**src/rtl/cp1_issue_ctrl.sv**
```systemverilog
// CP1 issue/sequencing controller: single in-flight arithmetic op, hazard stalls and mfc1/mtc1 strobes.
// Optional performance counters are built when CP1_PERF_CNT_EN is defined.
module cp1_issue_ctrl #(
  parameter int LAT_ADD = 2,
  parameter int LAT_MUL = 3,
  parameter int LAT_DIV = 8,
  parameter int CNT_W   = 4
) (
  input  logic        clk,
  input  logic        rst,
  input  logic        issue_valid,
  input  logic [31:0] issue_inst,
  output logic        issue_ready,
  output logic [31:0] fpu_inst,
  output logic        fpu_start,
  output logic        wb_en,
  output logic [4:0]  wb_reg,
  output logic        mv_we,
  output logic        mv_re,
  output logic [4:0]  mv_reg
`ifdef CP1_PERF_CNT_EN
  ,
  output logic [31:0] perf_stall_cnt,
  output logic [31:0] perf_op_cnt
`endif
);

  typedef enum logic [1:0] {
    S_IDLE = 2'd0,
    S_EXEC = 2'd1,
    S_WB   = 2'd2
  } state_e;

  localparam logic [CNT_W-1:0] LAT_ADD_M1 = CNT_W'(LAT_ADD - 1);
  localparam logic [CNT_W-1:0] LAT_MUL_M1 = CNT_W'(LAT_MUL - 1);
  localparam logic [CNT_W-1:0] LAT_DIV_M1 = CNT_W'(LAT_DIV - 1);

  state_e            state_q, state_d;
  logic [CNT_W-1:0]  cnt_q, cnt_d;
  logic [4:0]        busy_rd_q, busy_rd_d;
  logic [31:0]       fpu_inst_q, fpu_inst_d;
  logic              fpu_start_q, fpu_start_d;
  logic              wb_en_q, wb_en_d;
  logic [4:0]        wb_reg_q, wb_reg_d;
  logic              mv_we_q, mv_we_d;
  logic              mv_re_q, mv_re_d;
  logic [4:0]        mv_reg_q, mv_reg_d;

  // Instruction decode
  logic              dec_cop1;
  logic              dec_arith;
  logic              dec_mfc1;
  logic              dec_mtc1;
  logic [4:0]        dec_fs;
  logic [4:0]        dec_fd;
  logic [CNT_W-1:0]  dec_lat_m1;

  always_comb begin
    dec_cop1  = (issue_inst[31:26] == 6'b010001);
    dec_arith = dec_cop1 && (issue_inst[25:21] == 5'b10000) && (issue_inst[5:2] == 4'b0000);
    dec_mfc1  = dec_cop1 && (issue_inst[25:21] == 5'b00000);
    dec_mtc1  = dec_cop1 && (issue_inst[25:21] == 5'b00100);
    dec_fs    = issue_inst[15:11];
    dec_fd    = issue_inst[10:6];
    dec_lat_m1 = LAT_ADD_M1;
    case (issue_inst[1:0])
      2'd0, 2'd1: dec_lat_m1 = LAT_ADD_M1;
      2'd2:       dec_lat_m1 = LAT_MUL_M1;
      2'd3:       dec_lat_m1 = LAT_DIV_M1;
      default:    dec_lat_m1 = LAT_ADD_M1;
    endcase
  end

  // Hazard detection. Moves read/write the register file directly, so no
  // forwarding from the in-flight op; an mtc1 accepted at cnt==0 would land
  // its write in the same cycle as wb_en.
  logic in_flight;
  logic hit_busy;
  logic stall;
  logic accept;
  logic acc_arith;
  logic acc_mfc1;
  logic acc_mtc1;

  always_comb begin
    in_flight = (state_q == S_EXEC) || (state_q == S_WB);
    hit_busy  = in_flight && (dec_fs == busy_rd_q);
    stall     = (dec_arith && (state_q == S_EXEC))
             || (dec_mfc1 && hit_busy)
             || (dec_mtc1 && hit_busy)
             || (dec_mtc1 && (state_q == S_EXEC) && (cnt_q == '0));
    issue_ready = !rst && !stall;
    accept    = issue_valid && issue_ready;
    acc_arith = accept && dec_arith;
    acc_mfc1  = accept && dec_mfc1;
    acc_mtc1  = accept && dec_mtc1;
  end

  // Next-state and registered-output logic
  always_comb begin
    state_d     = state_q;
    cnt_d       = cnt_q;
    busy_rd_d   = busy_rd_q;
    fpu_inst_d  = fpu_inst_q;
    fpu_start_d = 1'b0;
    wb_en_d     = 1'b0;
    wb_reg_d    = wb_reg_q;
    mv_we_d     = acc_mtc1;
    mv_re_d     = acc_mfc1;
    mv_reg_d    = (acc_mtc1 || acc_mfc1) ? dec_fs : mv_reg_q;

    case (state_q)
      S_IDLE, S_WB: begin
        if (acc_arith) begin
          state_d     = S_EXEC;
          cnt_d       = dec_lat_m1;
          busy_rd_d   = dec_fd;
          fpu_inst_d  = issue_inst;
          fpu_start_d = 1'b1;
        end else begin
          state_d = S_IDLE;
        end
      end
      S_EXEC: begin
        if (cnt_q == '0) begin
          state_d  = S_WB;
          wb_en_d  = 1'b1;
          wb_reg_d = busy_rd_q;
        end else begin
          cnt_d = cnt_q - 1'b1;
        end
      end
      default: state_d = S_IDLE;
    endcase
  end

  always_ff @(posedge clk) begin
    if (rst) begin
      state_q     <= S_IDLE;
      cnt_q       <= '0;
      busy_rd_q   <= '0;
      fpu_inst_q  <= '0;
      fpu_start_q <= 1'b0;
      wb_en_q     <= 1'b0;
      wb_reg_q    <= '0;
      mv_we_q     <= 1'b0;
      mv_re_q     <= 1'b0;
      mv_reg_q    <= '0;
    end else begin
      state_q     <= state_d;
      cnt_q       <= cnt_d;
      busy_rd_q   <= busy_rd_d;
      fpu_inst_q  <= fpu_inst_d;
      fpu_start_q <= fpu_start_d;
      wb_en_q     <= wb_en_d;
      wb_reg_q    <= wb_reg_d;
      mv_we_q     <= mv_we_d;
      mv_re_q     <= mv_re_d;
      mv_reg_q    <= mv_reg_d;
    end
  end

  assign fpu_inst  = fpu_inst_q;
  assign fpu_start = fpu_start_q;
  assign wb_en     = wb_en_q;
  assign wb_reg    = wb_reg_q;
  assign mv_we     = mv_we_q;
  assign mv_re     = mv_re_q;
  assign mv_reg    = mv_reg_q;

`ifdef CP1_PERF_CNT_EN
  // Saturating counters: stalled request cycles and accepted operations.
  logic [31:0] stall_cnt_q, stall_cnt_d;
  logic [31:0] op_cnt_q, op_cnt_d;

  always_comb begin
    stall_cnt_d = stall_cnt_q;
    op_cnt_d    = op_cnt_q;
    if (issue_valid && !issue_ready && (stall_cnt_q != 32'hFFFF_FFFF)) begin
      stall_cnt_d = stall_cnt_q + 32'd1;
    end
    if ((acc_arith || acc_mfc1 || acc_mtc1) && (op_cnt_q != 32'hFFFF_FFFF)) begin
      op_cnt_d = op_cnt_q + 32'd1;
    end
  end

  always_ff @(posedge clk) begin
    if (rst) begin
      stall_cnt_q <= '0;
      op_cnt_q    <= '0;
    end else begin
      stall_cnt_q <= stall_cnt_d;
      op_cnt_q    <= op_cnt_d;
    end
  end

  assign perf_stall_cnt = stall_cnt_q;
  assign perf_op_cnt    = op_cnt_q;
`endif

endmodule

```
**config.mk**
```make
export PLATFORM = sky130hd
export DESIGN_NAME = cp1_issue_ctrl
export DESIGN_NICKNAME = d
export VERILOG_FILES = /design/src/rtl/cp1_issue_ctrl.sv
export SDC_FILE = /design/constraint.sdc
export NUM_CORES = 1
export LEC_CHECK = 0
export ABC_AREA = 1
export ABC_CLOCK_PERIOD_IN_PS = 4200
export CORE_MARGIN = 3
export CORE_UTILIZATION = 30
export CTS_CLUSTER_DIAMETER = 40
export DETAILED_ROUTE_END_ITERATION = 12
export HOLD_SLACK_MARGIN = 0.12
export PLACE_DENSITY = 0.6
export SYNTH_ARGS = -nofsm -noshare
export SYNTH_HDL_FRONTEND = slang
export SYNTH_SLANG_ARGS = --single-unit
export TNS_END_PERCENT = 20
```
**constraint.sdc**
```tcl
create_clock -name clk -period 4.2 [get_ports clk]
set_input_delay 0.42 -clock clk [delete_from_list [all_inputs] [get_ports clk]]
set_output_delay 0.42 -clock clk [all_outputs]
set_load 0.01 [all_outputs]
```
==> impl.org <==
** Run status
- Status :: finished, final reports clean

** CTS
- The H-tree was split into 2 levels.
- Clock edge transition at the registers on the reported setup and hold paths :: 90 ps
- TritonCTS built the clock tree.
- In this run the clock root is driven by a sky130_fd_sc_hd__clkbuf_8.
- Hold repair after CTS inserted 0 buffers.
- Gates resized during post-CTS repair numbered 0.
- Post-CTS setup buffers :: 0
- Clk sinks :: 52
- The later pin in the worst-skew pair is clocked with a latency of 310 ps.
- Num CTS Buffers :: 5
- The clock passes through at most 2 buffers.

** Route
- Count of routing violations after the opening detailed-route iteration :: 60
- The routed design has 5.38 mm of wire.
- Number of antenna-violating nets in the routed design :: 0
- The routed layout has 1964 vias.
- Dividing the detail-routed wire length by the instance count gives 11.8 µm.
- For this run, design rule violations remaining after detail routing come to 0.
- The first detailed-routing pass ran for 4 iterations.
- After detailed routing, the number of vias per cell comes to 4.33.

** Worst setup path
- Data on the critical path is required at its endpoint by 3780 ps.
- At the worst endpoint, the arrival time is 2370 ps.
- The worst register-to-register path begins at state_q[1]$_SDFFE_PP0P_.
- Reg-to-reg setup timing slack :: 1810 ps
- The critical path goes through clkdlybuf4s50_1 > inv_1 > nand2_2 > nor2_4 > and2_1 > clkdlybuf4s50_1.
- In this run the worst setup path terminates at issue_ready.
- Peak per-stage delay on the critical path :: 750 ps
- Critical Path Source :: rst
- Along the worst path, the maximum fanout reaches 16.
- Critical path type :: in2out
- Slowest CP cell :: sky130_fd_sc_hd__clkdlybuf4s50_1
- Worst Setup End Kind :: primary output
- The endpoint identified for the worst register-to-register timing path is fpu_inst[20]$_SDFFE_PP0P_.
- Element type at the critical path start :: input port
- Most frequent cell on the critical path :: sky130_fd_sc_hd__clkdlybuf4s50_1
- Reg2Reg Depth :: 11

** Layout
- The repair_antennas step left the layout with diodes totalling 0.
- The filler cells instantiated in the layout total 715.
- Area Overhead vs Synth :: 43.3%
- Top library cells by usage in the layout, fill and taps aside :: 81 x sky130_fd_sc_hd__clkdlybuf4s50_1, 79 x sky130_fd_sc_hd__nor2_1, 52 x sky130_fd_sc_hd__dfxtp_1
- Final Core Density :: 0.457
- The register with the most flip-flops in the layout has 28 of them.
- Most frequent standard cell in the layout excluding fill and tap cells :: sky130_fd_sc_hd__clkdlybuf4s50_1
- Final std cells w/o fill :: 454
- # nets final :: 397
- Layout cell share with drive strength beyond 1 :: 0.0838

** Synthesis
- Averaged over all synthesized cells, the footprint is 8.03 µm².
- Area share of the largest cell type after synthesis :: 0.468
- In the post-synthesis netlist, the biggest area contributors are sky130_fd_sc_hd__dfxtp_1 47%, sky130_fd_sc_hd__nor2_1 13%, sky130_fd_sc_hd__o21ai_0 4.7%.
- Yosys warnings :: 0
- Synthesis produced a netlist whose cell count is 277.
- Post-synthesis sequential element count :: 52
- Post-Synth Simple-Gate Area :: 0.322
- Of the total synthesized cell area, the portion taken by full adders, half adders and majority gates is 0.0281.
- The share of the Yosys chip area taken by registers is 0.468.
- By area, the combinational part of the netlist is dominated by simple AND/OR/NAND/NOR gates.
- Share of cell area taken by muxes after synthesis :: 0
- Mapped Area :: 2220 µm²
- The post-synthesis compound-gate area fraction was 0.101.
- Of the total synthesized cell area, the portion taken by XOR and XNOR cells is 0.00394.
- Counting distinct cell types in the post-synthesis netlist gives 31.
- The number of nets handed over by synthesis was 317.
- Biggest area consumer among synthesized cells :: sky130_fd_sc_hd__dfxtp_1

** Global route
- First-pass GRT wire length :: 8.92 mm
- Vias in the first global route :: 1960
- Entering global routing, the biggest net connects 34 pins.
- The layer flagged by global routing as most heavily used is met2.
- For met3 alone, demand over resource in global routing was 0.0394.
- For met1 alone, demand over resource in global routing was 0.170.
- Summed over all layers, the global routing overflow is 0.
- Number of antenna violations at the first check in global routing :: 0
- For this run, global-route usage on met2 was measured as 0.205.
- Total Routing Usage GR :: 0.130

** Placed design
- Post-placement cell count :: 446
- Once detailed placement completed, the half-perimeter wirelength came to 3.97 mm.
- Port Buf Inserts :: 81
- Gpl congestion :: 0.732

** Power and ir drop
- Total power consumption of the routed design :: 0.844 mW
- Pleak :: 1.23 nW
- In this run the power density over the cells is 265 nW/µm².
- Peak VDD IR :: 0.141 mV

** Floorplanning
- The floorplan has 30 rows.
- In this run the standard cell core region covers 6980 µm².
- The die is 92.1 µm tall.
- For this configuration, the core starts out at a cell density of 0.319.
- The floorplan step set the die width to 92.1 µm.
- I/O pin total :: 82
- Total die area :: 8480 µm²

** Timing
- On the final layout, the worst hold slack is 474 ps.
- Setup violations remaining at the end of the flow were counted as 0.
- Setup repair after global routing missed its margin :: false
- Number of endpoints with negative hold slack in the final report :: 0
- Of the available clock period, the critical path in the final layout requires 0.665.
- After layout, the minimum clock period comes to 2790 ps.
- Based on the critical path, the design can be clocked at up to 358 MHz.
- Headroom to the max-slew limit came out at 0.453.
- Slew Viols, Final :: 0
- In the final timing run, aggregate negative setup slack is 0 ps.
- Worst clock skew :: 11.3 ps
- For the pin with the worst max-slew slack, the measured transition is 819 ps.

** Job
- Maxcap violations :: 0

** Min path
- In this run the worst hold path is classified as reg2reg.
==> through the flow <==
stage / setup WS (ps) / area (µm²)
6_report: 1410 / 3190
4_1_cts: 1380 / 3190
2_1_floorplan: 2440 / 2220
5_1_grt: 1250 / 3190
3_3_place_gp: 1400 / 3100
3_5_place_dp: 1380 / 3100
==> logic make-up after synthesis <==
kind of cell,count (synthesis)
xor gates and xnor gates,1
DFF,52
AOI/OAI and AO/OA,42
and+or+nand+nor,140
adders and majority gates,5
buffers and inverters,37
==> layout make-up <==
| class | instances | area, µm² | share of cell area |
|---|---|---|---|
| Multi-Input combinational cell | 188 | 1010 | 0.318 |
| Timing Repair Buffer | 82 | 818 | 0.257 |
| Clock inverter | 3 | 21.3 | 0.00667 |
| Clock buffer | 5 | 68.8 | 0.0216 |
| Tap cell | 96 | 120 | 0.0377 |
| Inverter | 28 | 105 | 0.0330 |
| Sequential cell | 52 | 1040 | 0.327 |
==> report_power, final <==
group	switching (mW)	leakage [nW]	internal, mW
clock network	0.171	0.0445	0.119
registers	0.0000140	0.419	0.493
logic	0.0254	0.770	0.0367
total	0.196	1.23	0.648
==> worst max-delay path: cells and delay by family <==
family	cells	cell delay (ps)
buf+inv	3	1550
simple gates	3	390
==> worst min path at each step <==
stage	start	end	slack, ps	cells after the start
finish	fpu_inst[30]$_SDFFE_PP0P_	fpu_inst[30]$_SDFFE_PP0P_	470	2
global route	fpu_inst[24]$_SDFFE_PP0P_	fpu_inst[24]$_SDFFE_PP0P_	500	1
detailed placement	fpu_inst[30]$_SDFFE_PP0P_	fpu_inst[30]$_SDFFE_PP0P_	460	2
global placement	fpu_inst[25]$_SDFFE_PP0P_	fpu_inst[25]$_SDFFE_PP0P_	450	2
CTS	fpu_inst[24]$_SDFFE_PP0P_	fpu_inst[24]$_SDFFE_PP0P_	480	1
floorplan	cnt_q[3]$_SDFFE_PP0P_	cnt_q[3]$_SDFFE_PP0P_	470	2
==> Yosys cell counts (all sizes together) <==
cell type   n
ha          5
and2        1
xor2        1
nand4       2
a22oi       1
nand2      30
o31ai       1
a21oi       8
nand3b      1
o21ai      30
or2         1
nand3       9
nor3b      12
buf         5
nor2       84
inv        28
clkbuf      4
o211ai      1
dfxtp      52
o32ai       1
==> metal layers <==
metal	vias to the layer above	routed length, µm	share of wire
li1	1034	-	-
met1	855	2560	0.48
met2	70	2300	0.43
met3	5	466	0.087
met4	0	51	0.0095
met5	-	0	0
Power figures use the tool's default switching activity.
